===== config.mk =====
export PLATFORM = sky130hd
export DESIGN_NAME = output_merger
export DESIGN_NICKNAME = d
export VERILOG_FILES = /design/src/rtl/output_merger_pkg.sv /design/src/rtl/output_merger_pkt_framer.sv /design/src/rtl/output_merger.sv
export SDC_FILE = /design/constraint.sdc
export NUM_CORES = 1
export LEC_CHECK = 0
export BUFFER_PORTS_ARGS = -buffer_cell sky130_fd_sc_hd__clkbuf_2
export CORE_AREA = 5 5 143 91
export DETAILED_ROUTE_END_ITERATION = 6
export DIE_AREA = 0 0 148 96
export PLACE_DENSITY = 0.8
export RECOVER_POWER = 25
export SLEW_MARGIN = 20
export SYNTH_ARGS = -nofsm -noshare
export SYNTH_HDL_FRONTEND = slang
export SYNTH_SLANG_ARGS = --single-unit

===== constraint.sdc =====
create_clock -name clk -period 2.4 [get_ports clk]
set_input_delay 0.6 -clock clk [delete_from_list [all_inputs] [get_ports clk]]
set_output_delay 0.6 -clock clk [all_outputs]
set_load 0.005 [all_outputs]

===== src/rtl/output_merger_pkg.sv =====
// Shared definitions for the 2:1 packet output merger: framing state
// encodings and default widths used by the top level and the per-port framer.
package output_merger_pkg;

  localparam int DATA_WIDTH_DEF = 64;
  localparam int CTRL_WIDTH_DEF = DATA_WIDTH_DEF / 8;
  localparam int CNT_WIDTH_DEF  = 16;

  typedef enum logic [1:0] {
    S_IDLE = 2'b00,
    S_HDR  = 2'b01,
    S_BODY = 2'b10
  } frame_state_e;

endpackage


===== src/rtl/output_merger_pkt_framer.sv =====
// Per-port packet framing tracker. Follows accepted words through
// IDLE -> HDR -> BODY -> IDLE, flags the end-of-packet word and counts
// completed packets (wrapping counter).
module pkt_framer
  import output_merger_pkg::*;
#(
  parameter int CTRL_WIDTH = CTRL_WIDTH_DEF,
  parameter int CNT_WIDTH  = CNT_WIDTH_DEF
) (
  input  logic                  clk,
  input  logic                  reset,
  input  logic                  wr_acc,
  input  logic [CTRL_WIDTH-1:0] ctrl,
  output logic [1:0]            state,
  output logic                  eop,
  output logic [CNT_WIDTH-1:0]  pkt_cnt
);

  frame_state_e         state_q;
  frame_state_e         state_nxt;
  logic [CNT_WIDTH-1:0] pkt_cnt_q;

  // Next framing state and EOP detect; only accepted words move the FSM
  always_comb begin
    state_nxt = state_q;
    eop       = 1'b0;
    if (wr_acc) begin
      case (state_q)
        S_IDLE: if (ctrl != '0) state_nxt = S_HDR;
        S_HDR:  if (ctrl == '0) state_nxt = S_BODY;
        S_BODY: begin
          if (ctrl != '0) begin
            state_nxt = S_IDLE;
            eop       = 1'b1;
          end
        end
        default: state_nxt = S_IDLE;
      endcase
    end
  end

  // State register and completed-packet counter
  always_ff @(posedge clk or negedge reset) begin
    if (!reset) begin
      state_q   <= S_IDLE;
      pkt_cnt_q <= '0;
    end else begin
      state_q <= state_nxt;
      if (eop) begin
        pkt_cnt_q <= pkt_cnt_q + CNT_WIDTH'(1);
      end
    end
  end

  assign state   = state_q;
  assign pkt_cnt = pkt_cnt_q;

endmodule


===== src/rtl/output_merger.sv =====
// Packet-granular 2:1 merger. One upstream port owns the output at a time;
// ownership only moves at packet boundaries and alternates between requesters,
// so packets from the two engines are never interleaved on the output.
module output_merger
  import output_merger_pkg::*;
#(
  parameter int DATA_WIDTH = DATA_WIDTH_DEF,
  parameter int CTRL_WIDTH = DATA_WIDTH / 8,
  parameter int CNT_WIDTH  = CNT_WIDTH_DEF
) (
  input  logic                  clk,
  input  logic                  reset,
  input  logic [DATA_WIDTH-1:0] in_data0,
  input  logic [CTRL_WIDTH-1:0] in_ctrl0,
  input  logic                  in_wr0,
  input  logic                  in_req0,
  output logic                  in_rdy0,
  input  logic [DATA_WIDTH-1:0] in_data1,
  input  logic [CTRL_WIDTH-1:0] in_ctrl1,
  input  logic                  in_wr1,
  input  logic                  in_req1,
  output logic                  in_rdy1,
  output logic [DATA_WIDTH-1:0] out_data,
  output logic [CTRL_WIDTH-1:0] out_ctrl,
  output logic                  out_wr,
  input  logic                  out_rdy,
  output logic                  grant,
  output logic                  lock,
  output logic [1:0]            state0,
  output logic [1:0]            state1,
  output logic [CNT_WIDTH-1:0]  pkt_cnt0,
  output logic [CNT_WIDTH-1:0]  pkt_cnt1,
  output logic                  drop_err
);

  logic                  wr_acc0;
  logic                  wr_acc1;
  logic                  eop0;
  logic                  eop1;
  logic                  acc_g;
  logic                  eop_g;
  logic [1:0]            state_g;
  logic [DATA_WIDTH-1:0] data_g;
  logic [CTRL_WIDTH-1:0] ctrl_g;
  logic                  other_req;
  logic                  drop;

  // Only the granted port sees ready; held low while reset is asserted
  assign in_rdy0 = ~grant & out_rdy & reset;
  assign in_rdy1 =  grant & out_rdy & reset;

  assign wr_acc0 = in_wr0 & in_rdy0;
  assign wr_acc1 = in_wr1 & in_rdy1;

  pkt_framer #(
    .CTRL_WIDTH (CTRL_WIDTH),
    .CNT_WIDTH  (CNT_WIDTH)
  ) u_framer0 (
    .clk     (clk),
    .reset   (reset),
    .wr_acc  (wr_acc0),
    .ctrl    (in_ctrl0),
    .state   (state0),
    .eop     (eop0),
    .pkt_cnt (pkt_cnt0)
  );

  pkt_framer #(
    .CTRL_WIDTH (CTRL_WIDTH),
    .CNT_WIDTH  (CNT_WIDTH)
  ) u_framer1 (
    .clk     (clk),
    .reset   (reset),
    .wr_acc  (wr_acc1),
    .ctrl    (in_ctrl1),
    .state   (state1),
    .eop     (eop1),
    .pkt_cnt (pkt_cnt1)
  );

  // Select the granted port's view and decide whether it is mid-packet
  always_comb begin
    acc_g     = grant ? wr_acc1  : wr_acc0;
    eop_g     = grant ? eop1     : eop0;
    state_g   = grant ? state1   : state0;
    data_g    = grant ? in_data1 : in_data0;
    ctrl_g    = grant ? in_ctrl1 : in_ctrl0;
    other_req = grant ? in_req0  : in_req1;
    drop      = grant ? in_wr0   : in_wr1;
    if (acc_g) begin
      lock = ~eop_g;
    end else begin
      lock = (state_g != S_IDLE);
    end
  end

  // Round-robin grant, re-arbitrated only at a packet boundary
  always_ff @(posedge clk or negedge reset) begin
    if (!reset) begin
      grant <= 1'b0;
    end else if (!lock && other_req) begin
      grant <= ~grant;
    end
  end

  // Output register stage plus the dropped-write pulse
  always_ff @(posedge clk or negedge reset) begin
    if (!reset) begin
      out_wr   <= 1'b0;
      out_data <= '0;
      out_ctrl <= '0;
      drop_err <= 1'b0;
    end else begin
      out_wr   <= acc_g;
      drop_err <= drop;
      if (acc_g) begin
        out_data <= data_g;
        out_ctrl <= ctrl_g;
      end
    end
  end

endmodule


Yosys cells after proc, flatten, opt, wreduce, memory -nomap -nowiden --
Cells that the tools add are included.
Cells by class: add/sub/neg operators 2, multiply operators 0, div/mod/pow operators 0, $lt $le $gt $ge 0, equal/unequal tests 10, shifts and indexed selects 0, muxes and demuxes 22, bitwise gates (word level) 8, reductions and logical operators 11
Operators by type and width (count):
- two-way mux 64 bit | 1
- adder 16 x 1 -> 16 bit (second input constant) | 2
- zero test 8 bit | 2
- nonzero test 8 bit | 2
- two-way mux 2 bit | 7
- inequality test 2 x 1 -> 1 bit (second input constant) | 6
- one-hot mux 2 bit (3 select lines) | 2
- two-way mux 1 bit | 11
- two-way mux 8 bit | 1
- AND reduction 4 bit | 2
- bitwise AND 1 bit | 6
- equality test 2 x 1 -> 1 bit (second input constant) | 2
- equality test 2 bit (second input constant) | 2
- zero test 2 bit | 2
- NOT 1 bit | 2
- nonzero test 2 bit | 1
- logical AND 1 bit | 1
- zero test 1 bit | 1
Word-level totals: register bits 111, latch bits 0, RAM bits 0, bits in read-only memories 0, input bits 151, output and inout port bits 114, word-level logic and storage cells 62, memories 0

Logic depth before layout (Yosys ltp) --
word-level depth 10, depth in mapped cells 6, mapped depth without buffers 5

Modules after synthesis --
Synthesis repeated with hierarchy kept, for this count alone.
Second synthesis, totals: cells, all modules 477, area, all modules 5320.1 um2
Modules (own cells, without submodules):
- output_merger | times used 1, cells each 333, area each 3510.9 um2, sequential area each 1876.8 um2
- pkt_framer | times used 2, cells each 72, area each 904.6 um2, sequential area each 450.4 um2

Worst setup path before layout --
Ideal clock, no wire load.
path kind input -> output, from input in_ctrl1[2], to output lock, data arrival time 1.718 ns, required time 1.800 ns, slack 0.082 ns, cell stages on the path 4, buffers on the path 1, cell sequence or4_4 -> buf_6 -> o211ai_4 -> and3_1
On the way: word-level cells in the longest chain between the ends 7
RTL lines:
- start, declared | line output_merger.sv:19 | input logic [CTRL_WIDTH-1:0] in_ctrl1,
- nonzero test 8 bit | line output_merger_pkt_framer.sv:32 | if (ctrl != '0) begin
- two-way mux 1 bit | line output_merger_pkt_framer.sv:32
- two-way mux 1 bit | line output_merger_pkt_framer.sv:28 | case (state_q)
- two-way mux 1 bit | line output_merger_pkt_framer.sv:27 | if (wr_acc) begin
- two-way mux 1 bit | line output_merger.sv:84 | eop_g = grant ? eop1 : eop0;
- NOT 1 bit | line output_merger.sv:91 | lock = ~eop_g;
- two-way mux 1 bit | line output_merger.sv:90 | if (acc_g) begin
- end, declared | line output_merger.sv:28 | output logic lock,
No other way between the ends.

Worst setup path in the final report --
from input in_ctrl1[3], to output lock
The elaborated chain is that of the path after synthesis.

==> flow_metrics.env <==
export IMPL_syn_inst=488
export IMPL_cpMostUsedCell="buf_6"
export IMPL_crit_end="lock"
export IMPL_p_leak_nw=3.710
export IMPL_final_cells=906
export IMPL_drc_errors=0
export IMPL_r2r_setup_slack_ns=0.64
export IMPL_port_buffers=264
export IMPL_min_period_over_period_pct=98.90
export IMPL_ctsLongestPathBuffers=2
export IMPL_drv_slew=0
export IMPL_place_hpwl_mm=11.26
export IMPL_antenna_found_initial=0
export IMPL_arrival_ns=1.77
export IMPL_io_pins=265
export IMPL_final_util_pct=60.39
export IMPL_synth_seq_cells=111
export IMPL_syn_nets=641
export IMPL_min_path_type="in -> async"
export IMPL_drt_iter0_markers=218
export IMPL_grt_max_degree=146
export IMPL_worstMarginPinSlew_ns=0.8562
export IMPL_critPathTopFamily="simple AND/OR/NAND/NOR gates"
export IMPL_r2r_end="out_data[4]"
export IMPL_r2r_cells=5
export IMPL_layout_commonest_cell="clkbuf_2"
export IMPL_vias=4556
export IMPL_slowest_delay_ns=0.57
export IMPL_cp_num_cells=5
export IMPL_path_cells="buf_6 -> or4_4 -> o211ai_4 -> and3_4 -> buf_6"
export IMPL_seq_area_frac_synth_pct=53.79
export IMPL_detail_route_wl_per_cell_um=15.75
export IMPL_fin_crit_ns=2.374
export IMPL_ant_nets=0
export IMPL_r2r_start="grant"
export IMPL_synth_avg_cell_area_um2=10.58
export IMPL_nets=906
export IMPL_synth_edf_count=0
export IMPL_numCtsBuffers=9
export IMPL_grt_pass1_vias=4563
export IMPL_critPathMaxFanout=2
export IMPL_ys_warnings_count=0
export IMPL_multi_input_area_mm2=0.002268
export IMPL_fillers=1000
export IMPL_setup_viol_count_final=0
export IMPL_start_util_pct=44.52
export IMPL_routed_wirelength_mm=14.27
export IMPL_syn_to_final_growth_pct=35.64
export IMPL_fmax_mhz=421.3
export IMPL_layout_common_cells="clkbuf_2, dfrtp_1, nor2_1, a21oi_1, mux2i_1"
export IMPL_yosysTopAreaCell="dfrtp_1"
export IMPL_slew_headroom_pct=42.92
export IMPL_path_clk_slew_ns=0.07
export IMPL_maxCapViolCount=0
export IMPL_outcome="finished, final reports clean"
export IMPL_finalHoldViolations=0
export IMPL_setup_slack_ns=0.02633
export IMPL_synth_ff_type="dfrtp_1"
export IMPL_die_h_um=96
export IMPL_clk_latency_ns=0.33
export IMPL_yosysTopAreaCellShare_pct=53.79
export IMPL_fp_row_count=31
export IMPL_synthesis_area_mm2=0.005164
export IMPL_worstPathRequired_ns=1.80
export IMPL_synth_top_cells_by_area="dfrtp_1, mux2i_1, a21oi_1, nor2_1, xnor2_1"
export IMPL_critPathKind="in -> out"
export IMPL_whs_ns=0.07739
export IMPL_worstSetupStartpointType="input pin"
export IMPL_end_kind="output pin"
export IMPL_clock_sinks=111
export IMPL_pre_cts_slack_ns=-0.05849
export IMPL_core_area_mm2=0.01160
export IMPL_worstSetupStartpoint="in_ctrl1[3]"
export IMPL_die_w_um=148
export IMPL_cts_setup_buffers=0
export IMPL_h_tree_depth=3
export IMPL_finalPower_mw=6.878
export IMPL_cts_hold_buffers=0
export IMPL_fin_skew_ns=0.005766
export IMPL_ctsRootBufferMaster="clkbuf_16"
export IMPL_regArea_mm2=0.002781
export IMPL_cellPowerDensity_mw_per_mm2=982.0
export IMPL_grt_pass1_wl_mm=22.21
export IMPL_synthArstFlopShare_pct=100.0
export IMPL_rsz0062_at_grt="yes"
export IMPL_cp_slowest_cell="or4_4"
export IMPL_dp_cells=890
export IMPL_viasPerCell=5.029
export IMPL_place_congestion=0.8113
export IMPL_dieArea_mm2=0.01421
export IMPL_worst_path_buf_inv=2
export IMPL_grt_usage_pct=19.55
export IMPL_drive_gt1_share_pct=39.84
export IMPL_antennaDiodeCount=0
export IMPL_cts_tree="done"
export IMPL_synth_cell_type_count=39
export IMPL_ir_worst_vdd_mv=0.4619
export IMPL_grt_ovfl_total=0
export IMPL_first_pass_iters=5
## cell type report
cell class	instances	share of cell area, %
clock inverters	5	0.5716
well taps	148	2.644
repair buffers	282	21.06
flip-flops and latches	111	39.71
inverters	3	0.1608
clock buffers	11	3.466
multi-input cells	346	32.39
## metal layers
| metal | track usage (%) | share of wire, % |
|---|---|---|
| met4 | 3.843 | 0.90 |
| met3 | 5.271 | 7.6 |
| met1 | 24.32 | 41 |
| met5 | 0 | 0 |
| met2 | 34.91 | 50 |
## timing repair
action                                  4_1_cts  5_1_grt
pin swaps                                     0        3
hold endpoints to repair                      0        0
endpoints found under the setup margin        1        1
resized for setup                             3        3
## worst min path at each step
stage               slack (ns)  start  cells after the start              endpoint
finish                    0.08  reset                      1  u_framer0.pkt_cnt[8]
CTS                       0.06  reset                      1    u_framer0.state[0]
global placement          0.42  reset                      1  u_framer0.pkt_cnt[8]
detailed placement        0.42  reset                      1    u_framer0.state[0]
floorplan                 0.30  reset                      0              drop_err
global route              0.06  reset                      1  u_framer0.pkt_cnt[8]
## kinds of logic after synthesis
logic type / after synthesis / share of synthesized area, %
multiplexers: 75 / 14.59
flip-flops: 111 / 53.79
XOR/XNOR: 30 / 5.089
adder cells (fa/ha/maj): 2 / 0.4845
AO/OA/AOI/OAI: 87 / 9.499
AND/OR/NAND/NOR: 152 / 13.81
buffers and inverters: 31 / 2.738
## power by group
part	total, mW	internal, mW	leakage (nW)	switching (mW)
registers	2.91	2.51	1.31	0.395
logic	2.56	1.26	2.25	1.30
clock network	1.41	0.745	0.141	0.663
## worst reg2reg max path, stage by stage, from the launching register on
cell     delay, ns
dfrtp_4       0.55
mux2i_1       0.20
nor2_4        0.13
buf_12        0.35
nor2_1        0.29
a21oi_1       0.17
## registers in the layout (all words and copies together) (netlist names)
signal / cells
out_ctrl: 8
u_framer1.state: 2
out_wr: 1
u_framer1.pkt_cnt: 16
grant: 1
u_framer0.pkt_cnt: 16
drop_err: 1
u_framer0.state: 2
out_data: 64
## cells in the mapped netlist, drive strengths merged (4+ instances only)
library cell  count
nand3            11
dfrtp           111
clkbuf           11
and3              8
xor2              9
buf              17
nand2            17
a21oi            74
and4              4
nand4             8
or4               4
nor2             80
nor3              8
mux2i            73
xnor2            21
## per-stage QoR
step	setup TNS, ns	area, um2
final	0	7004
after global routing	-0.007085	7004
after CTS	0	6995
after detailed placement	-0.05849	6701
after global placement	-0.05784	6701
after floorplan	0	5164
No activity file was read; power rests on OpenSTA's default activity.
